===== src/rtl/nmr_adc_packer.sv =====
// Packs pairs of 16-bit ADC samples into 32-bit words and buffers them in a 16-deep FWFT FIFO.
// Latency: word visible one edge after its second sample (or flush); OUT_READY low fills the FIFO, then words drop and OVERFLOW sticks.
module nmr_adc_packer #(
    parameter int ADC_DATA_WIDTH = 16,
    parameter int DATABUS_WIDTH  = 32,
    parameter int FIFO_AW        = 4
) (
    input  logic                      ADC_CLK,
    input  logic                      RESET_N,
    input  logic                      CLEAR,
    input  logic [ADC_DATA_WIDTH-1:0] ADC_IN_DATA,
    input  logic                      ADC_IN_VALID,
    input  logic                      ACQ_WND,
    output logic [DATABUS_WIDTH-1:0]  OUT_DATA,
    output logic                      OUT_VALID,
    input  logic                      OUT_READY,
    output logic [FIFO_AW:0]          FIFO_LEVEL,
    output logic [DATABUS_WIDTH-1:0]  WORD_COUNT,
    output logic                      OVERFLOW,
    output logic                      BUSY
);

    localparam int                 DEPTH    = 1 << FIFO_AW;
    localparam logic [FIFO_AW:0]   LVL_FULL = {1'b1, {FIFO_AW{1'b0}}};
    localparam logic [FIFO_AW:0]   LVL_ONE  = 1;
    localparam int                 PAD_W    = DATABUS_WIDTH - ADC_DATA_WIDTH;

    typedef enum logic {S_EMPTY, S_HALF} state_t;

    state_t                    state_q, state_d;
    logic [ADC_DATA_WIDTH-1:0] half_q, half_d;
    logic                      acq_q;
    logic [DATABUS_WIDTH-1:0]  mem_q [DEPTH];
    logic [FIFO_AW-1:0]        wr_ptr_q, rd_ptr_q, rd_nxt;
    logic [FIFO_AW:0]          level_q;
    logic [DATABUS_WIDTH-1:0]  out_q, out_d;
    logic [DATABUS_WIDTH-1:0]  wcnt_q;
    logic                      ovf_q;

    logic                      wnd_fall;
    logic                      push_req;
    logic [DATABUS_WIDTH-1:0]  push_dat;
    logic                      full, pop, push_ok, drop;

    assign wnd_fall = acq_q & ~ACQ_WND;

    // A flush only matters when a half word is pending or a lone sample coincides with the window end.
    always_comb begin
        state_d  = state_q;
        half_d   = half_q;
        push_req = 1'b0;
        push_dat = '0;
        case (state_q)
            S_EMPTY: begin
                if (ADC_IN_VALID) begin
                    if (wnd_fall) begin
                        push_req = 1'b1;
                        push_dat = {{PAD_W{1'b0}}, ADC_IN_DATA};
                    end else begin
                        half_d  = ADC_IN_DATA;
                        state_d = S_HALF;
                    end
                end
            end
            S_HALF: begin
                if (ADC_IN_VALID) begin
                    push_req = 1'b1;
                    push_dat = {ADC_IN_DATA, half_q};
                    state_d  = S_EMPTY;
                end else if (wnd_fall) begin
                    push_req = 1'b1;
                    push_dat = {{PAD_W{1'b0}}, half_q};
                    state_d  = S_EMPTY;
                end
            end
            default: state_d = S_EMPTY;
        endcase
    end

    assign full    = (level_q == LVL_FULL);
    assign pop     = ~CLEAR & (level_q != '0) & OUT_READY;
    assign push_ok = ~CLEAR & push_req & (~full | pop);
    assign drop    = ~CLEAR & push_req & full & ~pop;
    assign rd_nxt  = rd_ptr_q + 1'b1;

    // Registered head: preload the word that will sit at the read pointer after this edge.
    always_comb begin
        out_d = out_q;
        if (pop && (level_q > LVL_ONE))
            out_d = mem_q[rd_nxt];
        else if (push_ok && ((level_q == '0) || ((level_q == LVL_ONE) && pop)))
            out_d = push_dat;
    end

    always_ff @(posedge ADC_CLK) begin
        if (push_ok)
            mem_q[wr_ptr_q] <= push_dat;
    end

    always_ff @(posedge ADC_CLK or negedge RESET_N) begin
        if (!RESET_N) begin
            state_q  <= S_EMPTY;
            half_q   <= '0;
            acq_q    <= 1'b0;
            wr_ptr_q <= '0;
            rd_ptr_q <= '0;
            level_q  <= '0;
            out_q    <= '0;
            wcnt_q   <= '0;
            ovf_q    <= 1'b0;
        end else begin
            acq_q <= ACQ_WND;
            if (CLEAR) begin
                state_q  <= S_EMPTY;
                wr_ptr_q <= '0;
                rd_ptr_q <= '0;
                level_q  <= '0;
                wcnt_q   <= '0;
                ovf_q    <= 1'b0;
            end else begin
                state_q <= state_d;
                half_q  <= half_d;
                out_q   <= out_d;
                if (push_ok) begin
                    wr_ptr_q <= wr_ptr_q + 1'b1;
                    wcnt_q   <= wcnt_q + 1'b1;
                end
                if (pop)
                    rd_ptr_q <= rd_nxt;
                if (push_ok && !pop)
                    level_q <= level_q + 1'b1;
                else if (pop && !push_ok)
                    level_q <= level_q - 1'b1;
                if (drop)
                    ovf_q <= 1'b1;
            end
        end
    end

    assign OUT_DATA   = out_q;
    assign OUT_VALID  = (level_q != '0);
    assign FIFO_LEVEL = level_q;
    assign WORD_COUNT = wcnt_q;
    assign OVERFLOW   = ovf_q;
    assign BUSY       = (state_q == S_HALF) | (level_q != '0);

endmodule

===== config.mk =====
export PLATFORM = sky130hd
export DESIGN_NAME = nmr_adc_packer
export DESIGN_NICKNAME = d
export VERILOG_FILES = /design/src/rtl/nmr_adc_packer.sv
export SDC_FILE = /design/constraint.sdc
export NUM_CORES = 1
export LEC_CHECK = 0
export ABC_AREA = 1
export BUFFER_PORTS_ARGS = -buffer_cell sky130_fd_sc_hd__buf_2
export CAP_MARGIN = 20
export CORE_MARGIN = 4
export CORE_UTILIZATION = 45
export DETAILED_ROUTE_END_ITERATION = 10
export PLACE_DENSITY = 0.58
export SLEW_MARGIN = 10
export SYNTH_ARGS = -nofsm -noshare
export SYNTH_HDL_FRONTEND = slang
export SYNTH_SLANG_ARGS = --single-unit
export TNS_END_PERCENT = 10

===== constraint.sdc =====
create_clock -name ADC_CLK -period 9.86 [get_ports ADC_CLK]
set_input_delay 0.493 -clock ADC_CLK [delete_from_list [all_inputs] [get_ports ADC_CLK]]
set_output_delay 0.493 -clock ADC_CLK [all_outputs]
set_load 0.01 [all_outputs]

# Word level (Yosys, flattened, before mapping)
# Memory sizes are Yosys's and may differ from the RTL's.
# Cells that the tools add are included.
# W data, S select, Z words.
# totals
ff_bits,96
latch_bits,0
ramBits,512
mem_bits_ro,0
input_bits,22
output_inout_bits,72
wordCells,79
memories,1
# op_classes
add_sub_neg,5
n_mul,0
div_mod_pow,0
magnitude_cmp,1
n_eq_ne,2
shift,0
n_mux,29
bitwise_logic,15
n_reduce_logical,17
# memory_table
memory,words,width,rd,rd_ports_with_merged_regs,wr,line,text
mem_q,16,32,1,0,1,33,logic [DATABUS_WIDTH-1:0] mem_q [DEPTH];
# ops
operator,count
$mux W32,5
$pmux W32 S2,1
$mux W16,3
$add A32 B1 Y32 const B,1
$mux W4,4
$mux W5,3
$mux W1,11
$add A4 B1 Y4 const B,2
$reduce_bool A2 Y1,4
$and A1 B1 Y1,7
$not A1 Y1,6
$add A5 B1 Y5 const B,1
$eq A5 B1 Y1 const B,1
$eq A5 B5 Y1 const B,1
$gt A5 B1 Y1 const B,1
$logic_and A1 B1 Y1,5
$logic_not A5 Y1,1
$reduce_bool A5 Y1,1
$sub A5 B1 Y5 const B,1
$pmux W1 S2,2
$reduce_and A4 Y1,1
$reduce_bool A3 Y1,1
$logic_not A1 Y1,2
$or A1 B1 Y1,2
2 further kinds,2

# Logic depth before layout (Yosys ltp)
# Gate-level depths: netlist of run 1.
# depth
depth_word,12
mapped_depth,14
depth_no_buf,13

# Worst setup path after synthesis of run 1
# Ideal clock, no wire load.
# synth_timing
path_kind,input to register
start,in ADC_IN_VALID
end,"mem mem_q[0][0], enable pin"
setup_ps,421
arrival_ps,2806
required_ps,9439
slack_ps,6633
cell_stages,10
path_buffers,2
path_cell_list,buf_4 inv_1 nand2_1 nand3_1 nand2_2 nand2_2 inv_2 buf_2 nand2_1 nor2_1
# synth_via
elab_chain_cells,6
word_cells_on_any_way,7
cone_classes,mux (5); bitwise (2)
# synth_lines
element,line,text
from (decl),12,"input logic ADC_IN_VALID,"
"$mux W1, on equally long branches","66, 55",
$pmux W1 S2 *,53,case (state_q)
$and A1 B1 Y1 * (2 in series),82,assign push_ok = ~CLEAR & push_req & (~full | pop);
$mux W1 *,96,if (push_ok)
$mux W1 (implied by the code) *,97,mem_q[wr_ptr_q] <= push_dat;
to (decl),33,
# Every way passes the cells marked *; elsewhere a longest branch is shown, timed or not.

# Worst setup path after layout of run 1
# layout_timing
start,reg rd_ptr_q[0]
end,"reg out_q[16], in the netlist OUT_DATA[16]"
# layout_via
elab_chain_cells,3
# layout_lines
element,line,text
from (decl),34,"logic [FIFO_AW-1:0] wr_ptr_q, rd_ptr_q, rd_nxt;"
from (signal assigned),129,rd_ptr_q <= rd_nxt;
$add A4 B1 Y4,84,assign rd_nxt = rd_ptr_q + 1'b1;
$mem_v2 Z16 W32,-,
$mux W32,89,if (pop && (level_q > LVL_ONE))
to (signal assigned),123,out_q <= out_d;
to (decl),36,"logic [DATABUS_WIDTH-1:0] out_q, out_d;"
# Every way passes these cells.
# A chain may end at the register's enable or synchronous reset.

==> results of run 1 <==
what timing repair did:
action | in CTS | in global routing
hold endpoints to repair | 54 | 0
resized for setup | 0 | 0
hold buffers | 2 | 0
area by class of cell:
type	instances	share of cell area, %
Clock buffer	76	5.60
Clock inverter	39	2.01
Inverter	178	2.28
Multi-Input combinational cell	1577	24.3
Sequential cell	608	59.8
Tap cell	765	3.22
Timing Repair Buffer	134	2.72
layer usage:
metal  part of all wire (%)  wire length, um  up-vias
met4                    2.2             1550        0
met2                     47            33500      633
li1                       -                -     8621
met1                     44            31200     8817
met5                      0                0        -
met3                    7.2             5160      103
where the power goes:
group | total [uW] | switching [uW] | internal [uW]
Combinational | 1800 | 1240 | 558
Sequential | 2970 | 73.2 | 2890
Clock | 2580 | 994 | 1590
cell usage after synthesis, types with 7 or more instances:
cell type | instances | area, um^2
clkbuf_1 | 35 | 131
nand4_1 | 15 | 93.8
o21ai_1 | 11 | 55.1
a21oi_1 | 40 | 200
buf_2 | 61 | 305
dfrtp_1 | 96 | 2400
nand2_2 | 7 | 43.8
nand2_1 | 460 | 1730
buf_4 | 25 | 188
nand3_1 | 269 | 1350
nor3_1 | 12 | 60.1
nor2_1 | 460 | 1730
inv_1 | 168 | 631
inv_2 | 9 | 33.8
ha_1 | 10 | 125
edfxtp_1 | 512 | 15400
o21ai_0 | 225 | 1130
o211ai_1 | 45 | 338
buf_1 | 12 | 45.0
xor2_1 | 8 | 70.1
worst max-delay path, stage by stage, from the launching register on:
cell,delay [ns]
dfrtp_4,0.50
ha_2,0.33
inv_6,0.70
buf_4,0.89
nor2_1,0.11
o21ai_0,0.11
nand3_1,0.12
nand3_1,0.15
nand3_1,0.09
nand2_1,0.14
nand2_1,0.06
sequential cells by signal (all words and copies together) (netlist names), 4 cells and up:
signal and flops:
rd_ptr_q 4, WORD_COUNT 32, mem_q 512, FIFO_LEVEL 5, OUT_DATA 32, wr_ptr_q 4, half_q 16
kinds of logic after synthesis:
family,Yosys count,synth area share [%]
fa+ha+maj,10,0.477
xor+xnor,12,0.458
mux,2,0.0859
buf+inv,314,5.19
flops,608,67.8
compound gates,323,6.61
simple gates,1230,19.4
per-stage QoR:
stage                     worst slack, ns  power (uW)  hold WS, ns  cell area [um^2]  std cells
final                                6.36        7350        0.128             29700       3377
after global routing                 6.16        7730        0.111             29700       3377
after CTS                            6.40        7390       0.0944             29700       3373
after detailed placement             5.80        4820        0.462             27400       3256
after global placement               5.91        4800        0.466             27400       3255
after floorplan                      6.63        4320        0.197             26200       2499
worst min-delay path by stage:
stage / slack, ns / start / endpoint
final: 0.13 / ADC_IN_DATA[5] / half_q[5]
after global routing: 0.11 / ADC_IN_DATA[5] / half_q[5]
after global placement: 0.47 / OUT_DATA[8] / OUT_DATA[8]
after detailed placement: 0.46 / OUT_DATA[0] / OUT_DATA[0]
after floorplan: 0.20 / RESET_N / FIFO_LEVEL[0]
after CTS: 0.09 / ADC_IN_DATA[5] / half_q[5]
==> impl_metrics.yaml, run 1 <==
status:
  status: "completed"
setup_path:
  startpoint_type: "register"
  cp.arrival_ns: 4.01
  cp_max_fo: 125
  required_ns: 10.37
  crit_path_start: "rd_ptr_q[0]"
  reg2reg_to: "OUT_DATA[16]"
  r2r-start: "rd_ptr_q[0]"
  worstSetupEndpointType: "register"
  r2r_slack_ns: 6.36
  critPathCapture: "OUT_DATA[16]"
  crit_type: "register to register"
  r2r_cells: 10
floorplanning:
  start_util_pct: 45.4
  ios: 94
  num_rows: 88
  chipWidth_um: 249
  fp.dieH_um: 249
  die_area_um2: 62200
  core_area_um2: 57700
logic_synthesis:
  ys_async_sr_fraction_pct: 15.8
  synth_cell_type_count: 33
  yosys_warnings: 0
  synth-seq-cells: 608
  synth_edf_count: 512
  synth_nets: 2531
  ys.flop_type: "edfxtp_1"
  synth_cells: 2499
  syn_avg_cell_area_um2: 10.5
  seq_area_frac_synth_pct: 67.8
  synth.cell_area_um2: 26200
sta:
  period_share_pct: 35.5
  rsz0062_at_grt: "false"
  fmax_mhz: 286
  layout_min_cycle_time_ns: 3.50
  slew_viol_final: 0
  setup_viol: 0
  finalSetupTns_ns: 0
  relSlewSlack_pct: 24.4
  hold_viol_final: 0
  worst_pin_slew_ns: 1.13
  clock_skew_ns: 0.0189
cells_and_area:
  layout_commonest_cell: "edfxtp_1"
  fin_nets: 2592
  area_growth_pct: 13.4
  seqCellArea_um2: 17800
  mostFrequentLayoutCells: "512 x edfxtp_1, 460 x nand2_1, 443 x nor2_1"
  drive_above_1_share_pct: 10.9
  nFillCells: 5119
  multi_input_area_um2: 7230
  final_core_util_pct: 51.5
  diodes: 0
detailed_routing:
  drc: 0
  ant_nets: 0
  drt_iter0_drc: 1962
  num_vias: 18200
  drt_first_pass_iters: 6
  routed_wire_length_per_instance_um: 21.1
  drt_wl_total_um: 71400
  vias_per_cell: 5.38
global_routing:
  use_met2_pct: 36.6
  globalRouteMet1Util_pct: 31.9
  use_met3_pct: 3.62
  grt_overflow: 0
  grt_max_degree: 233
  grt_pass1_wl_um: 108000
  grt_util_all_layers_pct: 22.4
  grt_antenna_before_repair: 0
  grt_pass1_vias: 17400
  top_usage_layer: "met2"
power:
  peakVddDrop_v: 0.000220
  powerDensity_nw_per_um2: 247
  p_leak_uw: 0.0114
clock_network:
  root_buffer: "clkbuf_16"
  cts.path.max_buffers: 3
  cts_num_sinks: 608
  clock_latency_ns: 0.63
  htreeDepth: 2
  path_clk_slew_ns: 0.06
  cts_buffers: 61
  cts_tree: "built"
  cts_setup_buffers: 0
worst_hold_path:
  hold_depth: 2
  hold_class: "primary input to register"
run:
  drv_cap: 0
placement:
  io_buffers: 93
  post-dp-hpwl_um: 37100
  gp_congestion: 0.879
No activity file was read; power rests on OpenSTA's default activity.
==> inputs of run 2 (changes only) <==
- clock period: 9.86 -> 3.35 ns (I/O delays scaled with it)
==> run 2 against run 1 <==
  * Power rose to 2.9 times the previous value
  * Routed wire length rose by 4.5%
  * Fmax rose by 31%
  * Clock power rose to 2.7 times the previous value
  * Worst setup slack got worse by 5.7 ns
  * Clock skew rose by 0.013 ns
  * Final cell count rose by 1.6%
  * Non-clock buffer count rose by 46
  * Largest cell class unchanged
==> impl_metrics.yaml, run 2 (same netlist as run 1, synthesis figures left out) <==
status:
  status: "completed"
cells_and_area:
  fin_nets: 2645
  final_core_util_pct: 52.4
  largest_reg_flops: 512
  diodes: 0
  largest-register: "mem_q"
  stdcell_count: 3431
  drive_above_1_share_pct: 11.4
  mostFrequentLayoutCells: "512 x edfxtp_1, 460 x nand2_1, 443 x nor2_1"
  fin_area_um2: 30200
  layout_commonest_cell: "edfxtp_1"
  area_growth_pct: 15.2
worst_hold_path:
  hold_class: "primary input to register"
  hold_depth: 4
  min-delay-start: "OUT_READY"
  holdPathEnd: "OVERFLOW"
run:
  drv_cap: 0
global_routing:
  grt_max_degree: 159
  grt_pass1_wl_um: 113000
  grt_overflow: 0
  grt_antenna_before_repair: 0
  top_usage_layer: "met2"
  globalRouteMet1Util_pct: 32.6
  grt_util_all_layers_pct: 23.6
  use_met2_pct: 38.1
  use_met3_pct: 4.29
  grt_pass1_vias: 18100
floorplanning:
  fp.dieH_um: 249
  chipWidth_um: 249
  num_rows: 88
  ios: 94
  die_area_um2: 62200
  core_area_um2: 57700
  start_util_pct: 45.4
sta:
  rsz0062_at_grt: "false"
  finalSetupTns_ns: 0
  slew_viol_final: 0
  period_share_pct: 79.7
  clock_skew_ns: 0.0318
  setup_viol: 0
  fmax_mhz: 375
  layout_min_cycle_time_ns: 2.67
  hold_viol_final: 0
  worst_pin_slew_ns: 1.01
  holdWs_ns: 0.0734
  relSlewSlack_pct: 32.8
power:
  powerDensity_nw_per_um2: 709
  p_leak_uw: 0.0116
  peakVddDrop_v: 0.000634
clock_network:
  root_buffer: "clkbuf_16"
  cts_tree: "built"
  cts.path.max_buffers: 3
  cts_num_sinks: 608
  path_clk_slew_ns: 0.05
  htreeDepth: 3
  clock_latency_ns: 0.61
  cts_buffers: 68
setup_path:
  r2r_slack_ns: 0.68
  r2r_cells: 10
  r2r-start: "FIFO_LEVEL[0]"
  cp_max_fo: 25
  worstSetupEndpointType: "register"
  crit_type: "register to register"
  cp.arrival_ns: 2.95
  startpoint_type: "register"
  required_ns: 3.63
  reg2reg_to: "mem_q[14][4]"
detailed_routing:
  drt_iter0_drc: 1929
  ant_nets: 0
  num_vias: 18700
  drt_first_pass_iters: 5
  vias_per_cell: 5.45
  routed_wire_length_per_instance_um: 21.7
  drt_wl_total_um: 74600
  drc: 0
placement:
  dp.cells: 3286
  post-dp-hpwl_um: 41700
  place_area_um2: 27900
  gp_congestion: 0.885
  io_buffers: 93
==> run 2: changes by cell type in the layout (fill, tap and decap cells not counted), sizes merged <==
cell	change
buf	+29
inv	+4
dlygate4sd3	+17
bufinv	-13
clkinv	+2
clkbuf	+15
==> run 2: cell type report <==
type	instances	area [um^2]
Multi-Input combinational cell	1577	7230
Clock buffer	91	1830
Sequential cell	608	17800
Timing Repair Buffer	180	1480
Clock inverter	32	251
Tap cell	765	957
Fill cell	5131	27500
Inverter	178	678
==> run 2: layer usage <==
layer	part of all wire, %	routed length, um
met3	7.0	5190
met4	3.4	2570
met5	0	0
met1	43	31700
met2	47	35100
==> run 2: power by group <==
group / total, uW / internal, uW / leakage (uW) / switching [uW]
Clock: 7040 / 4020 / 0.00102 / 3020
Sequential: 8770 / 8520 / 0.00595 / 246
Combinational: 5600 / 1800 / 0.00461 / 3810
==> run 2: repair_timing <==
action / in CTS / in global routing
resized for setup: 0 / 0
endpoints found under the hold margin: 75 / 0
hold buffers: 19 / 0
setup buffers: 0 / 0
setup endpoints to repair: 0 / 0
==> run 2: worst max path at each step <==
stage,startpoint,endpoint,cells past startpoint
5_1_grt,FIFO_LEVEL[0],mem_q[14][4],10
6_report,FIFO_LEVEL[0],mem_q[14][4],10
3_5_place_dp,ADC_IN_VALID,mem_q[14][27],10
4_1_cts,FIFO_LEVEL[0],mem_q[14][27],10
2_1_floorplan,FIFO_LEVEL[0],mem_q[0][0],10
3_3_place_gp,ADC_IN_VALID,mem_q[14][23],10
==> run 2: metrics by stage <==
stage               power, uW  setup WS, ns
finish                  21400         0.680
global route            22600         0.565
CTS                     21600         0.712
detailed placement      14500         0.618
global placement        14500         0.676
floorplan               12700         0.155
==> run 2: worst max-delay path: stages, from the launching register on <==
cell and delay (ns):
dfrtp_1 0.42, inv_1 0.12, ha_1 0.23, nand2_2 0.09
inv_4 0.05, nand3_4 0.09, nand2_2 0.21, inv_2 0.15
nand2_1 0.26, nor2_4 0.42, buf_12 0.29
==> inputs of run 3 (changes only) <==
- PLACE_DENSITY: 0.58 -> 0.6
- clock period: 3.35 -> 2.35 ns (I/O delays scaled with it)
==> run 3 against run 2 <==
  * Critical path depth rose by 1
  * Clock power up 42%
  * Worst setup slack got worse by 0.58 ns
  * Global-route usage down 0.74 points
  * Via count increased by 1.0%
  * First-iteration DRC count shrank 3.1%
  * Final cell count up 1.1%
  * Power up 45%
  * Routed wire length fell by 2.3%
  * Utilization rose by 1.1 points
  * Sequential power grew 41%
  * Die area stayed put
  * Critical endpoint is now OUT_DATA[2]
==> impl_metrics.yaml, run 3 (same netlist as run 1, synthesis figures left out) <==
floorplanning:
  fp.dieH_um: 249
  core_area_um2: 57700
  ios: 94
  num_rows: 88
  die_area_um2: 62200
  chipWidth_um: 249
  start_util_pct: 45.4
detailed_routing:
  drt_first_pass_iters: 8
  drc: 0
  vias_per_cell: 5.44
  drt_wl_total_um: 72800
  num_vias: 18900
  drt_iter0_drc: 1869
  ant_nets: 0
  routed_wire_length_per_instance_um: 21.0
clock_network:
  root_buffer: "clkbuf_16"
  cts_setup_buffers: 0
  path_clk_slew_ns: 0.06
  cts_tree: "built"
  htreeDepth: 2
  cts.path.max_buffers: 3
  cts_buffers: 61
  cts_num_sinks: 608
  clock_latency_ns: 0.64
sta:
  layout_min_cycle_time_ns: 2.25
  worst_pin_slew_ns: 0.605
  period_share_pct: 95.9
  slew_viol_final: 0
  relSlewSlack_pct: 59.7
  rsz0062_at_grt: "false"
  hold_viol_final: 0
  fmax_mhz: 444
  setup_viol: 0
  finalSetupTns_ns: 0
  clock_skew_ns: 0.0253
setup_path:
  cp_max_fo: 26
  startpoint_type: "register"
  worstSetupEndpointType: "register"
  r2r_slack_ns: 0.1
  required_ns: 2.86
  crit_path_start: "rd_ptr_q[0]"
  cp.arrival_ns: 2.76
  r2r-start: "rd_ptr_q[0]"
  crit_type: "register to register"
cells_and_area:
  mostFrequentLayoutCells: "512 x edfxtp_1, 455 x nand2_1, 444 x nor2_1"
  layout_commonest_cell: "edfxtp_1"
  nFillCells: 4997
  drive_above_1_share_pct: 12.9
  area_growth_pct: 17.7
  largest-register: "mem_q"
  final_core_util_pct: 53.5
  largest_reg_flops: 512
  fin_nets: 2682
power:
  p_leak_uw: 0.0119
  peakVddDrop_v: 0.000810
  powerDensity_nw_per_um2: 1000
global_routing:
  grt_util_all_layers_pct: 22.9
  grt_overflow: 0
  grt_pass1_vias: 18300
  grt_max_degree: 91
  grt_antenna_before_repair: 1
  grt_pass1_wl_um: 111000
run:
  drv_cap: 0
placement:
  post-dp-hpwl_um: 43400
  gp_congestion: 0.915
  io_buffers: 93
status:
  status: "completed"
worst_hold_path:
  hold_class: "primary input to asynchronous set/reset pin"
==> run 3: stage by stage <==
| step | setup WS (ns) | hold WS (ns) | total power [uW] | cells | cell area (um^2) |
|---|---|---|---|---|---|
| final | 0.0968 | 0.0536 | 30900 | 3469 | 30900 |
| after CTS | 0.0592 | 0.0234 | 31100 | 3467 | 30800 |
| after floorplan | -0.199 | -0.178 | 18100 | 2499 | 26300 |
| after detailed placement | 0.0645 | 0.167 | 21100 | 3329 | 28600 |
| after global placement | 0.0804 | 0.168 | 21000 | 3327 | 28500 |
| after global routing | 0.0158 | 0.0752 | 32500 | 3468 | 30900 |
==> run 3: layer usage <==
layer	vias up	global-route usage (%)	routed length, um
li1	8810	-	-
met5	-	0	0
met3	148	3.38	5060
met4	0	7.76	2330
met2	762	37.0	34300
met1	9158	32.2	31100
==> run 3: repair_timing <==
action / CTS / global route
setup endpoints to repair: 0 / 220
gates resized for setup: 0 / 4
hold buffers: 22 / 0
endpoints found under the hold margin: 123 / 0
==> run 3: cell type report <==
type,count,area [um^2],area share [%]
Antenna cell,1,2.50,0.00811
Clock buffer,81,1660,5.39
Clock inverter,35,405,1.31
Inverter,178,678,2.20
Multi-Input combinational cell,1577,7250,23.5
Sequential cell,608,17800,57.6
Tap cell,765,957,3.10
Timing Repair Buffer,224,2130,6.89
==> run 3: power by group <==
group | internal [uW] | switching [uW]
registers | 12100 | 255
logic | 2980 | 5530
clock network | 5860 | 4180
==> run 3: worst paths after layout <==
path / cells past startpoint / to
max: 11 / OUT_DATA[2]
min: 2 / OUT_DATA[29]
max reg2reg: 11 / OUT_DATA[2]
min reg2reg: 2 / OUT_DATA[24]
max in group asynchronous: 3 / OUT_DATA[4]
min in group ADC_CLK: 2 / acq_q
==> run 3: worst max-delay path: stages (launching register included) <==
cell and delay, ns:
dfrtp_4 0.49, ha_2 0.35, inv_6 0.30, buf_12 0.21
buf_12 0.16, nor2_1 0.06, o21ai_0 0.08, nand3_1 0.11
nand3_1 0.11, nand3_1 0.10, nand2_1 0.11, nand2_1 0.05
